--- config.mk ---
export PLATFORM = sky130hd
export DESIGN_NAME = imm_gen
export DESIGN_NICKNAME = d
export VERILOG_FILES = /design/src/rtl/imm_gen.sv
export SDC_FILE = /design/constraint.sdc
export NUM_CORES = 1
export LEC_CHECK = 0
export ABC_AREA = 1
export BUFFER_PORTS_ARGS = -buffer_cell sky130_fd_sc_hd__buf_2
export CAP_MARGIN = 20
export CORE_MARGIN = 4
export CORE_UTILIZATION = 45
export DETAILED_ROUTE_END_ITERATION = 10
export GPL_TIMING_DRIVEN = 0
export HOLD_SLACK_MARGIN = 0.15
export PLACE_DENSITY = 0.85
export SYNTH_ARGS = -nofsm -noshare
export SYNTH_HDL_FRONTEND = slang
export SYNTH_SLANG_ARGS = --single-unit
export TNS_END_PERCENT = 20
--- constraint.sdc ---
create_clock -name clk -period 1.33 [get_ports clk]
set_clock_uncertainty 0.1 [all_clocks]
set_input_delay 0.0665 -clock clk [delete_from_list [all_inputs] [get_ports clk]]
set_output_delay 0.0665 -clock clk [all_outputs]
set_load 0.01 [all_outputs]
--- src/rtl/imm_gen.sv ---
// RV32I immediate generator: opcode-driven format decode, sign extension, optional output register.
// Build option IMM_GEN_UJ_EN enables LUI/AUIPC/JAL (U/J) decode; undefined, those opcodes decode as illegal.
module imm_gen #(
    parameter int REG_OUT = 1
) (
    input  logic        clk,
    input  logic        reset,
    input  logic        instrValid,
    input  logic [31:0] instruction,
    output logic [31:0] extImmediate,
    output logic [2:0]  immType,
    output logic        immValid,
    output logic        illegal
);

    localparam logic [6:0] OPC_LOAD   = 7'b0000011;
    localparam logic [6:0] OPC_OPIMM  = 7'b0010011;
    localparam logic [6:0] OPC_JALR   = 7'b1100111;
    localparam logic [6:0] OPC_SYSTEM = 7'b1110011;
    localparam logic [6:0] OPC_STORE  = 7'b0100011;
    localparam logic [6:0] OPC_BRANCH = 7'b1100011;
    localparam logic [6:0] OPC_LUI    = 7'b0110111;
    localparam logic [6:0] OPC_AUIPC  = 7'b0010111;
    localparam logic [6:0] OPC_JAL    = 7'b1101111;
    localparam logic [6:0] OPC_OP     = 7'b0110011;

    localparam logic [2:0] TYPE_NONE    = 3'd0;
    localparam logic [2:0] TYPE_I       = 3'd1;
    localparam logic [2:0] TYPE_S       = 3'd2;
    localparam logic [2:0] TYPE_B       = 3'd3;
    localparam logic [2:0] TYPE_U       = 3'd4;
    localparam logic [2:0] TYPE_J       = 3'd5;
    localparam logic [2:0] TYPE_ILLEGAL = 3'd7;

    logic [6:0]  w_opcode;
    logic [2:0]  w_funct3;
    logic        w_sign;
    logic [31:0] w_imm;
    logic [2:0]  w_type;
    logic        w_illegal;

    assign w_opcode = instruction[6:0];
    assign w_funct3 = instruction[14:12];
    assign w_sign   = instruction[31];

    // Opcodes with bits [1:0] != 2'b11 never match a table entry, so they fall to illegal.
    always_comb begin
        w_imm     = 32'd0;
        w_type    = TYPE_ILLEGAL;
        w_illegal = 1'b1;
        case (w_opcode)
            OPC_LOAD, OPC_JALR, OPC_SYSTEM: begin
                w_imm     = {{20{w_sign}}, instruction[31:20]};
                w_type    = TYPE_I;
                w_illegal = 1'b0;
            end
            OPC_OPIMM: begin
                // Shift-immediates carry funct7 in the upper bits; only shamt is the operand.
                if (w_funct3 == 3'b001 || w_funct3 == 3'b101) begin
                    w_imm = {27'd0, instruction[24:20]};
                end else begin
                    w_imm = {{20{w_sign}}, instruction[31:20]};
                end
                w_type    = TYPE_I;
                w_illegal = 1'b0;
            end
            OPC_STORE: begin
                w_imm     = {{20{w_sign}}, instruction[31:25], instruction[11:7]};
                w_type    = TYPE_S;
                w_illegal = 1'b0;
            end
            OPC_BRANCH: begin
                w_imm     = {{19{w_sign}}, w_sign, instruction[7], instruction[30:25],
                             instruction[11:8], 1'b0};
                w_type    = TYPE_B;
                w_illegal = 1'b0;
            end
`ifdef IMM_GEN_UJ_EN
            OPC_LUI, OPC_AUIPC: begin
                w_imm     = {instruction[31:12], 12'd0};
                w_type    = TYPE_U;
                w_illegal = 1'b0;
            end
            OPC_JAL: begin
                w_imm     = {{11{w_sign}}, w_sign, instruction[19:12], instruction[20],
                             instruction[30:21], 1'b0};
                w_type    = TYPE_J;
                w_illegal = 1'b0;
            end
`endif
            OPC_OP: begin
                w_imm     = 32'd0;
                w_type    = TYPE_NONE;
                w_illegal = 1'b0;
            end
            default: begin
                w_imm     = 32'd0;
                w_type    = TYPE_ILLEGAL;
                w_illegal = 1'b1;
            end
        endcase
    end

    generate
        if (REG_OUT != 0) begin : g_reg
            logic [31:0] r_imm;
            logic [2:0]  r_type;
            logic        r_valid;
            logic        r_illegal;

            always_ff @(posedge clk or posedge reset) begin
                if (reset) begin
                    r_imm     <= 32'd0;
                    r_type    <= TYPE_NONE;
                    r_valid   <= 1'b0;
                    r_illegal <= 1'b0;
                end else begin
                    r_valid <= instrValid;
                    if (instrValid) begin
                        r_imm     <= w_imm;
                        r_type    <= w_type;
                        r_illegal <= w_illegal;
                    end
                end
            end

            assign extImmediate = r_imm;
            assign immType      = r_type;
            assign immValid     = r_valid;
            assign illegal      = r_illegal;
        end else begin : g_comb
            logic w_unused;
            assign w_unused     = clk ^ reset;
            assign extImmediate = w_imm;
            assign immType      = w_type;
            assign immValid     = instrValid;
            assign illegal      = w_illegal;
        end
    endgenerate

endmodule

==> run summary, run 1 <==
vias in the first global route: 1288
minimum clock period: 1300 ps
NetSw: 0.306 mW
Final WS setup: 28.9 ps
CTS root buf: clkbuf_4
highest-count cells in the layout ignoring fill and taps: 65 x buf_2, 59 x nand2_1, 29 x dlygate4sd3_1
internal power: 0.874 mW
clock latency on the worst-skew pair: 290 ps
maxcap violations: 0
Achievable Freq: 769 MHz
reg2reg path depth: 2
Hold Crit Class: input port to flop
# clock sinks: 18
dpl ws: 80.1 ps
#FFs+latches synth: 18
CP Class: flop to primary output
total power: 1.18 mW
Detail Route met3 WL: 317 um
sequential share of power: 0.487
Final Hold Vio Count: 0
ANT nets after route: 0
wire per inst: 12.4 um
Die H: 57.8 um
Clock Path Buffers: 2
share of cells above drive strength 1: 0.435
R2R setup slack: 440 ps
met2 wire length: 1790 um
post-DP HPWL: 2120 um
Layout fillers: 160
clock share of power: 0.283
Arr. time, crit path: 1130 ps
Reg area: 452 um2
CP required: 1160 ps
first-pass GRT wire length: 5750 um
vias: 1292
static leakage: 1.11 nW
crit path capture type: primary output
power density over the cells: 654 mW/mm2
Post-Synthesis Net Count: 183
Top Ports: 72
final period utilization: 0.978
CTS buffer count: 3
max layer used: met4
Yosys warning count: 0
initial antenna violation count: 0
largest net degree at the start of global routing: 22
Syn Std Cell Area: 0.00112 mm2
CTS tree: built
grt total ovfl: 0
Clock transition at path regs: 100 ps
Hold Path Stages: 5
Final setup viols: 0
GPL Wtd Cong: 0.747
number of iterations in the first detailed-routing pass: 4
Logic pwr share: 0.230
# Post-CTS Setup Buffers: 0
die area: 0.00334 mm2
CP Max Fanout: 21
Multi-input gate area: 453 um2
final net count: 282
syn avg cell area: 7.54 um2
Metal-1 WL: 1220 um
total track usage: 0.222
Die X: 57.8 um
total wire length: 3400 um
most common cell after layout, fill and taps aside: buf_2
sequential fraction of the synthesis area: 0.404
Core Box Area: 0.00228 mm2
status: completed
post-synth cell types: 23
Slew Limit Fails: 0
Sw Share: 0.260
post-route DRC violation count: 0
port bufs: 65
initial drt markers: 34
routed vias/inst: 4.72
Peak VDD IR: 0.699 mV
H-tree depth: 1
Worst setup SP type: flop
Initial Utilization: 0.490
Syn-to-layout area delta: 61.7%
worst rel slew slack: 0.563
RSZ-0062 raised after global routing: true
# diodes: 0
Slew @ Worst Pin: 654 ps
# rows: 17
cell count after synthesis: 148
## repair_timing
action	in CTS	in global routing
hold buffers	29	0
endpoints found under the setup margin	20	19
gates resized for setup	1	0
hold endpoints to repair	34	0
## path summary, 6_finish.rpt
check                                  from          endpoint
max reg2reg                extImmediate[30]  extImmediate[30]
max in group asynchronous             reset  extImmediate[30]
min                              instrValid   extImmediate[0]
max                        extImmediate[30]  extImmediate[13]
min reg2reg                 extImmediate[7]   extImmediate[7]
min in group asynchronous             reset        immType[2]
## Yosys cell counts
| master | count | area (um2) |
|---|---|---|
| a21oi_1 | 1 | 5.00 |
| buf_4 | 19 | 143 |
| buf_6 | 1 | 11.3 |
| clkbuf_1 | 1 | 3.75 |
| clkbuf_8 | 1 | 13.8 |
| clkinv_1 | 1 | 3.75 |
| dfrtp_1 | 18 | 450 |
| inv_1 | 6 | 22.5 |
| inv_2 | 4 | 15.0 |
| nand2_1 | 59 | 221 |
| nand2_2 | 4 | 25.0 |
| nand2_4 | 1 | 11.3 |
| nand3_1 | 13 | 65.1 |
| nand3_2 | 3 | 30.0 |
| nand4_1 | 1 | 6.26 |
| nand4_2 | 1 | 12.5 |
| nor2_1 | 7 | 26.3 |
| nor2_2 | 1 | 6.26 |
| nor2_4 | 1 | 11.3 |
| nor3_1 | 1 | 5.00 |
| nor3_2 | 1 | 10.0 |
| o211ai_1 | 1 | 7.51 |
| o21ai_1 | 2 | 10.0 |
## cells by family (layout without fill, tap and decap cells)
family | count (synthesis) | after routing | synth area share
compound gates | 4 | 4 | 0.0202
buf+inv | 33 | 131 | 0.191
flops | 18 | 18 | 0.404
simple gates | 93 | 93 | 0.386
## flip-flops by register name, indices dropped and copies added (netlist names)
register,count
extImmediate,13
illegal,1
immType,3
immValid,1
## final cells by class
cell class / count / area share
sequential: 18 / 0.250
tap: 28 / 0.0194
clock buffer: 4 / 0.0201
inverter: 11 / 0.0229
multi-input combinational: 97 / 0.251
buffer: 22 / 0.0950
timing repair buffer: 94 / 0.341
## power groups by stage
stage / Sequential [mW] / Combinational (mW) / Clock [mW]
after floorplan: 0.593 / 0.0972 / 0
after global placement: 0.584 / 0.196 / 0
after detailed placement: 0.585 / 0.200 / 0
after CTS: 0.575 / 0.264 / 0.333
after global routing: 0.578 / 0.298 / 0.373
final: 0.575 / 0.271 / 0.334
## through the flow
step	util	TNS (ps)	instance area, um2	cells	hold slack [ps]
finish	0.793	0	1800	274	148
floorplan	-	0	1120	148	-94.9
detailed placement	0.649	0	1480	241	83.2
CTS	0.793	0	1800	274	156
global placement	0.649	0	1480	241	76.5
global route	0.793	-931	1800	274	157
## worst max-delay path, stage by stage (launching register included)
cell and delay, ps:
dfrtp_2 560, buf_4 160, buf_2 120
## routing by layer
layer / GRT usage / up-vias
met5: 0 / -
met4: 0.0728 / 0
met3: 0.0557 / 8
met2: 0.415 / 68
met1: 0.242 / 580
li1: - / 636
Note: power is estimated with default switching activity, not from simulation.
==> run 2, diff against run 1 <==
- CORE_UTILIZATION: 45 -> 47
- CTS_BUF_LIST: unset -> sky130_fd_sc_hd__clkbuf_2 sky130_fd_sc_hd__clkbuf_4 sky130_fd_sc_hd__clkbuf_8
- PLACE_DENSITY: 0.85 -> 0.88
- SKIP_LAST_GASP: unset -> 1
==> run 2 against run 1 <==
Effect of this change: routed wire length rose by 8.8%; combinational power rose by 3%; non-clock buffer count rose by 1; global-route usage rose by 2.3 points; power fell by 4.5%; worst setup slack got worse by 28 ps; critical path depth did not move; hold slack improved by 7.6 ps; clock-buffer cell count fell by 1; sequential share of layout area rose by 0.16 points; register-to-register slack got worse by 40 ps; critical path type unchanged; largest cell class unchanged; highest routed layer unchanged.
==> run summary, run 2 (synthesized netlist as in run 1, its figures left out) <==
share of cells above drive strength 1: 0.431 (was 0.435)
CP required: 1160 ps (about the same)
CP bufs+invs: 2 (unchanged)
# rows: 17 (unchanged)
CTS root buf: clkbuf_4 (unchanged)
setup_tns: 0 ps (unchanged)
number of iterations in the first detailed-routing pass: 4 (unchanged)
Worst setup SP type: flop (unchanged)
GPL Wtd Cong: 0.806 (was 0.747)
Final Hold Vio Count: 0 (unchanged)
Slew Limit Fails: 0 (unchanged)
Top Ports: 72 (unchanged)
first-pass GRT wire length: 6230 um (was 5750 um)
worst-path cell chain: buf_4 -> buf_2 (unchanged)
RSZ-0062 raised after global routing: true (unchanged)
Achievable Freq: 752 MHz (was 769 MHz)
power density over the cells: 625 mW/mm2 (was 654 mW/mm2)
Reg area: 454 um2 (was 452 um2)
post-DP HPWL: 2120 um (about the same)
Core Box Area: 0.00223 mm2 (was 0.00228 mm2)
final period utilization: 1.00 (was 0.978)
status: completed (unchanged)
dpl ws: 101 ps (was 80.1 ps)
total wire length: 3690 um (was 3400 um)
Die H: 56.7 um (was 57.8 um)
crit path capture type: primary output (unchanged)
H-tree depth: 1 (unchanged)
most common cell after layout, fill and taps aside: buf_2 (unchanged)
routed vias/inst: 4.97 (was 4.72)
CTS buffer count: 3 (unchanged)
CP Max Fanout: 21 (unchanged)
highest-count cells in the layout ignoring fill and taps: 65 x buf_2, 59 x nand2_1, 30 x dlygate4sd3_1 (was 65 x buf_2, 59 x nand2_1, 29 x dlygate4sd3_1)
Clock Path Buffers: 2 (unchanged)
Final WS setup: 0.554 ps (was 28.9 ps)
largest net degree at the start of global routing: 22 (unchanged)
Multi-input gate area: 453 um2 (unchanged)
port bufs: 65 (unchanged)
CP Class: flop to primary output (unchanged)
# Post-CTS Setup Buffers: 0 (unchanged)
maxcap violations: 0 (unchanged)
Final setup viols: 0 (unchanged)
Arr. time, crit path: 1160 ps (was 1130 ps)
CP top delay family: flip-flops (unchanged)
die area: 0.00322 mm2 (was 0.00334 mm2)
vias: 1361 (was 1292)
largest stage delay on the critical path: 580 ps (was 560 ps)
initial antenna violation count: 0 (unchanged)
worst hold slack: 156 ps (was 148 ps)
vias in the first global route: 1378 (was 1288)
clock latency on the worst-skew pair: 290 ps (about the same)
Hold Crit Class: input port to flop (unchanged)
max reg flops: 13 (unchanged)
Initial Utilization: 0.500 (was 0.490)
# clock sinks: 18 (unchanged)
grt total ovfl: 0 (unchanged)
CTS tree: built (unchanged)
Slew @ Worst Pin: 671 ps (was 654 ps)
static leakage: 1.10 nW (was 1.11 nW)
minimum clock period: 1330 ps (was 1300 ps)
total power: 1.13 mW (was 1.18 mW)
initial drt markers: 31 (was 34)
Clock transition at path regs: 100 ps (about the same)
total track usage: 0.245 (was 0.222)
# diodes: 0 (unchanged)
post-route DRC violation count: 0 (unchanged)
CP max stage cell: dfrtp_4 (was dfrtp_2)
Syn-to-layout area delta: 61.5% (was 61.7%)
ANT nets after route: 0 (unchanged)
Peak VDD IR: 0.550 mV (was 0.699 mV)
Layout fillers: 158 (was 160)
final net count: 283 (was 282)
worst rel slew slack: 0.552 (was 0.563)
wire per inst: 13.5 um (was 12.4 um)
Die X: 56.7 um (was 57.8 um)
run 2: per-layer routing:
metal | GRT usage | routed length (um) | vias up
li1 | - | - | 637
met1 | 0.257 | 1280 | 611
met2 | 0.459 | 1910 | 97
met3 | 0.0368 | 371 | 16
met4 | 0.136 | 140 | 0
met5 | 0 | 0 | -
run 2: final cells by class:
type                            instances  share of cell area
Timing Repair Buffer                   95               0.347
Sequential cell                        18               0.252
Multi-Input combinational cell         97               0.251
Buffer                                 22              0.0951
Inverter                               11              0.0229
Tap cell                               28              0.0194
Clock buffer                            3              0.0125
run 2: worst register-to-register path, stage by stage (launching register included):
cell,delay [ps]
dfrtp_4,580
nand2_1,100
nand2_1,50
run 2: through the flow:
step / instance area, um2 / std cells / utilization
3_5_place_dp: 1480 / 241 / 0.661
6_report: 1800 / 274 / 0.807
3_3_place_gp: 1480 / 241 / 0.661
4_1_cts: 1800 / 274 / 0.806
2_1_floorplan: 1120 / 148 / -
5_1_grt: 1800 / 274 / 0.807
run 2: final timing paths:
kind / start / endpoint / slack [ps] / cells past startpoint
max: extImmediate[30] / extImmediate[21] / 0.6 / 2
min: instrValid / extImmediate[1] / 160 / 5
max reg2reg: extImmediate[30] / extImmediate[30] / 400 / 2
min reg2reg: extImmediate[6] / extImmediate[6] / 390 / 2
max in group asynchronous: reset / extImmediate[30] / 300 / 3
min in group asynchronous: reset / extImmediate[6] / 340 / 3
run 2: report_power, final:
part           total, mW  switching [mW]  internal, mW
Sequential         0.575          0.0112         0.564
Clock              0.272           0.167         0.106
Combinational      0.280           0.134         0.146
run 2: repair_timing:
action                                 4_1_cts  5_1_grt
hold buffers                                30        0
resized for setup                            1        1
setup endpoints to repair                   20       24
endpoints found under the hold margin       36        0
==> run 3, diff against run 2 <==
- CORE_ASPECT_RATIO: unset -> 0.8
- SLEW_MARGIN: unset -> 5
- TNS_END_PERCENT: 20 -> unset
==> run 3 against run 2 <==
Effect of this change: the run now ends with setup timing left; utilization rose by 1.7 points; final cell count fell by 0.36%; sequential share of layout area fell by 0.31 points; combinational power rose by 1%; critical path depth did not move; cell area rose by 1.2%; largest power group unchanged.
==> run summary, run 3 (synthesized netlist as in run 1, its figures left out) <==
vias: 1388 (was 1361)
wire per inst: 14.6 um (was 13.5 um)
initial drt markers: 55 (was 31)
max reg flops: 13 (unchanged)
Hold Crit Class: input port to flop (unchanged)
CP bufs+invs: 2 (unchanged)
post-DP HPWL: 2120 um (about the same)
failing checks: setup timing
total wire length: 3980 um (was 3690 um)
Slew @ Worst Pin: 685 ps (was 671 ps)
RSZ-0062 raised after global routing: true (unchanged)
Worst setup SP type: flop (unchanged)
CP top delay family: flip-flops (unchanged)
# diodes: 0 (unchanged)
most common cell after layout, fill and taps aside: buf_2 (unchanged)
vias in the first global route: 1314 (was 1378)
hold wc startpoint: instruction[4] (was instrValid)
maxcap violations: 0 (unchanged)
initial antenna violation count: 0 (unchanged)
worst hold slack: 179 ps (was 156 ps)
R2R setup slack: 360 ps (was 400 ps)
final net count: 285 (was 283)
number of iterations in the first detailed-routing pass: 4 (unchanged)
largest net degree at the start of global routing: 22 (unchanged)
Syn-to-layout area delta: 63.6% (was 61.5%)
port bufs: 65 (unchanged)
Worst R2R Start: extImmediate[30] (unchanged)
Layout fillers: 121 (was 158)
Hold Path Sink: illegal (was extImmediate[1])
reg2reg path depth: 2 (unchanged)
total track usage: 0.235 (was 0.245)
crit path capture type: primary output (unchanged)
CP max stage cell: dfrtp_4 (unchanged)
Final setup viols: 19 (was 0)
GPL Wtd Cong: 0.848 (was 0.806)
CTS root buf: clkbuf_4 (unchanged)
Slew Limit Fails: 0 (unchanged)
die area: 0.00322 mm2 (about the same)
share of cells above drive strength 1: 0.431 (about the same)
worst rel slew slack: 0.543 (was 0.552)
minimum clock period: 1350 ps (was 1330 ps)
CTS buffer count: 3 (unchanged)
CP Class: flop to primary output (unchanged)
CP Max Fanout: 21 (unchanged)
largest stage delay on the critical path: 590 ps (was 580 ps)
CTS tree: built (unchanged)
Clock transition at path regs: 100 ps (about the same)
Hold Path Stages: 5 (unchanged)
CP required: 1160 ps (about the same)
# rows: 15 (was 17)
Final WS setup: -16.7 ps (was 0.554 ps)
Achievable Freq: 743 MHz (was 752 MHz)
highest-count cells in the layout ignoring fill and taps: 65 x buf_2, 59 x nand2_1, 31 x dlygate4sd3_1 (was 65 x buf_2, 59 x nand2_1, 30 x dlygate4sd3_1)
terminus of the critical flop-to-flop path: extImmediate[30] (unchanged)
Initial Utilization: 0.504 (was 0.500)
clock latency on the worst-skew pair: 290 ps (about the same)
status: finished, violations left (was completed)
Die X: 62.5 um (was 56.7 um)
routed vias/inst: 5.08 (was 4.97)
Top Ports: 72 (unchanged)
ANT nets after route: 0 (unchanged)
power density over the cells: 618 mW/mm2 (was 625 mW/mm2)
static leakage: 1.12 nW (was 1.10 nW)
H-tree depth: 1 (unchanged)
post-route DRC violation count: 0 (unchanged)
Arr. time, crit path: 1180 ps (was 1160 ps)
Util after Layout: 0.824 (was 0.807)
final period utilization: 1.01 (was 1.00)
first-pass GRT wire length: 5870 um (was 6230 um)
Die H: 51.6 um (was 56.7 um)
# clock sinks: 18 (unchanged)
Final Hold Vio Count: 0 (unchanged)
Peak VDD IR: 0.513 mV (was 0.550 mV)
Core Box Area: 0.00221 mm2 (was 0.00223 mm2)
worst-path cell chain: buf_4 -> buf_2 (unchanged)
grt total ovfl: 0 (unchanged)
Clock Path Buffers: 2 (unchanged)
==> run 3: area by class of cell <==
type	count	area, um2	area share
timing repair buffer	97	643	0.352
multi-input combinational	97	462	0.253
sequential	18	454	0.249
buffer	22	171	0.0939
inverter	11	41.3	0.0226
tap	25	31.3	0.0171
clock buffer	3	22.5	0.0123
==> run 3: per-layer routing <==
metal  up-vias  wire, um  GRT usage
li1        645         -          -
met2        95      1820      0.419
met3        28       408     0.0756
met5         -         0          0
met1       620      1490      0.262
met4         0       252      0.103
==> run 3: worst max-delay path by stage <==
stage / startpoint / cells after the start / slack (ps) / endpoint
detailed placement: instrValid / 6 / 100 / extImmediate[11]
CTS: extImmediate[30] / 2 / 2 / extImmediate[13]
global placement: instrValid / 6 / 100 / extImmediate[7]
finish: extImmediate[30] / 2 / -20 / extImmediate[13]
floorplan: extImmediate[30] / 1 / 300 / extImmediate[13]
global route: extImmediate[30] / 2 / -60 / extImmediate[17]
==> run 3: what timing repair did <==
item                                   CTS  global route
resized for setup                        1             2
buffers inserted                         0             1
hold buffers                            31             0
setup endpoints to repair               20            22
gates cloned                             0             0
endpoints found under the hold margin   36             0
pin swaps                                0             1
==> run 3: power by group <==
group          switching (mW)  internal (mW)
Combinational           0.136          0.148
Sequential             0.0118          0.564
Clock                   0.164          0.106
==> run 3: tightest hold or removal path: stages <==
cell and delay (ps):
buf_2 120, inv_2 80, o211ai_1 120, nand3_2 110, o21ai_1 50
==> run 3: through the flow <==
step / setup TNS [ps] / cell area, um2 / setup slack [ps] / power [mW] / instances
global placement: 0 / 1470 / 105 / 0.781 / 238
CTS: 0 / 1810 / 2.19 / 1.11 / 272
detailed placement: 0 / 1470 / 101 / 0.784 / 238
finish: -240 / 1830 / -16.7 / 1.13 / 273
floorplan: 0 / 1120 / 301 / 0.690 / 148
global route: -1010 / 1830 / -57.5 / 1.18 / 273
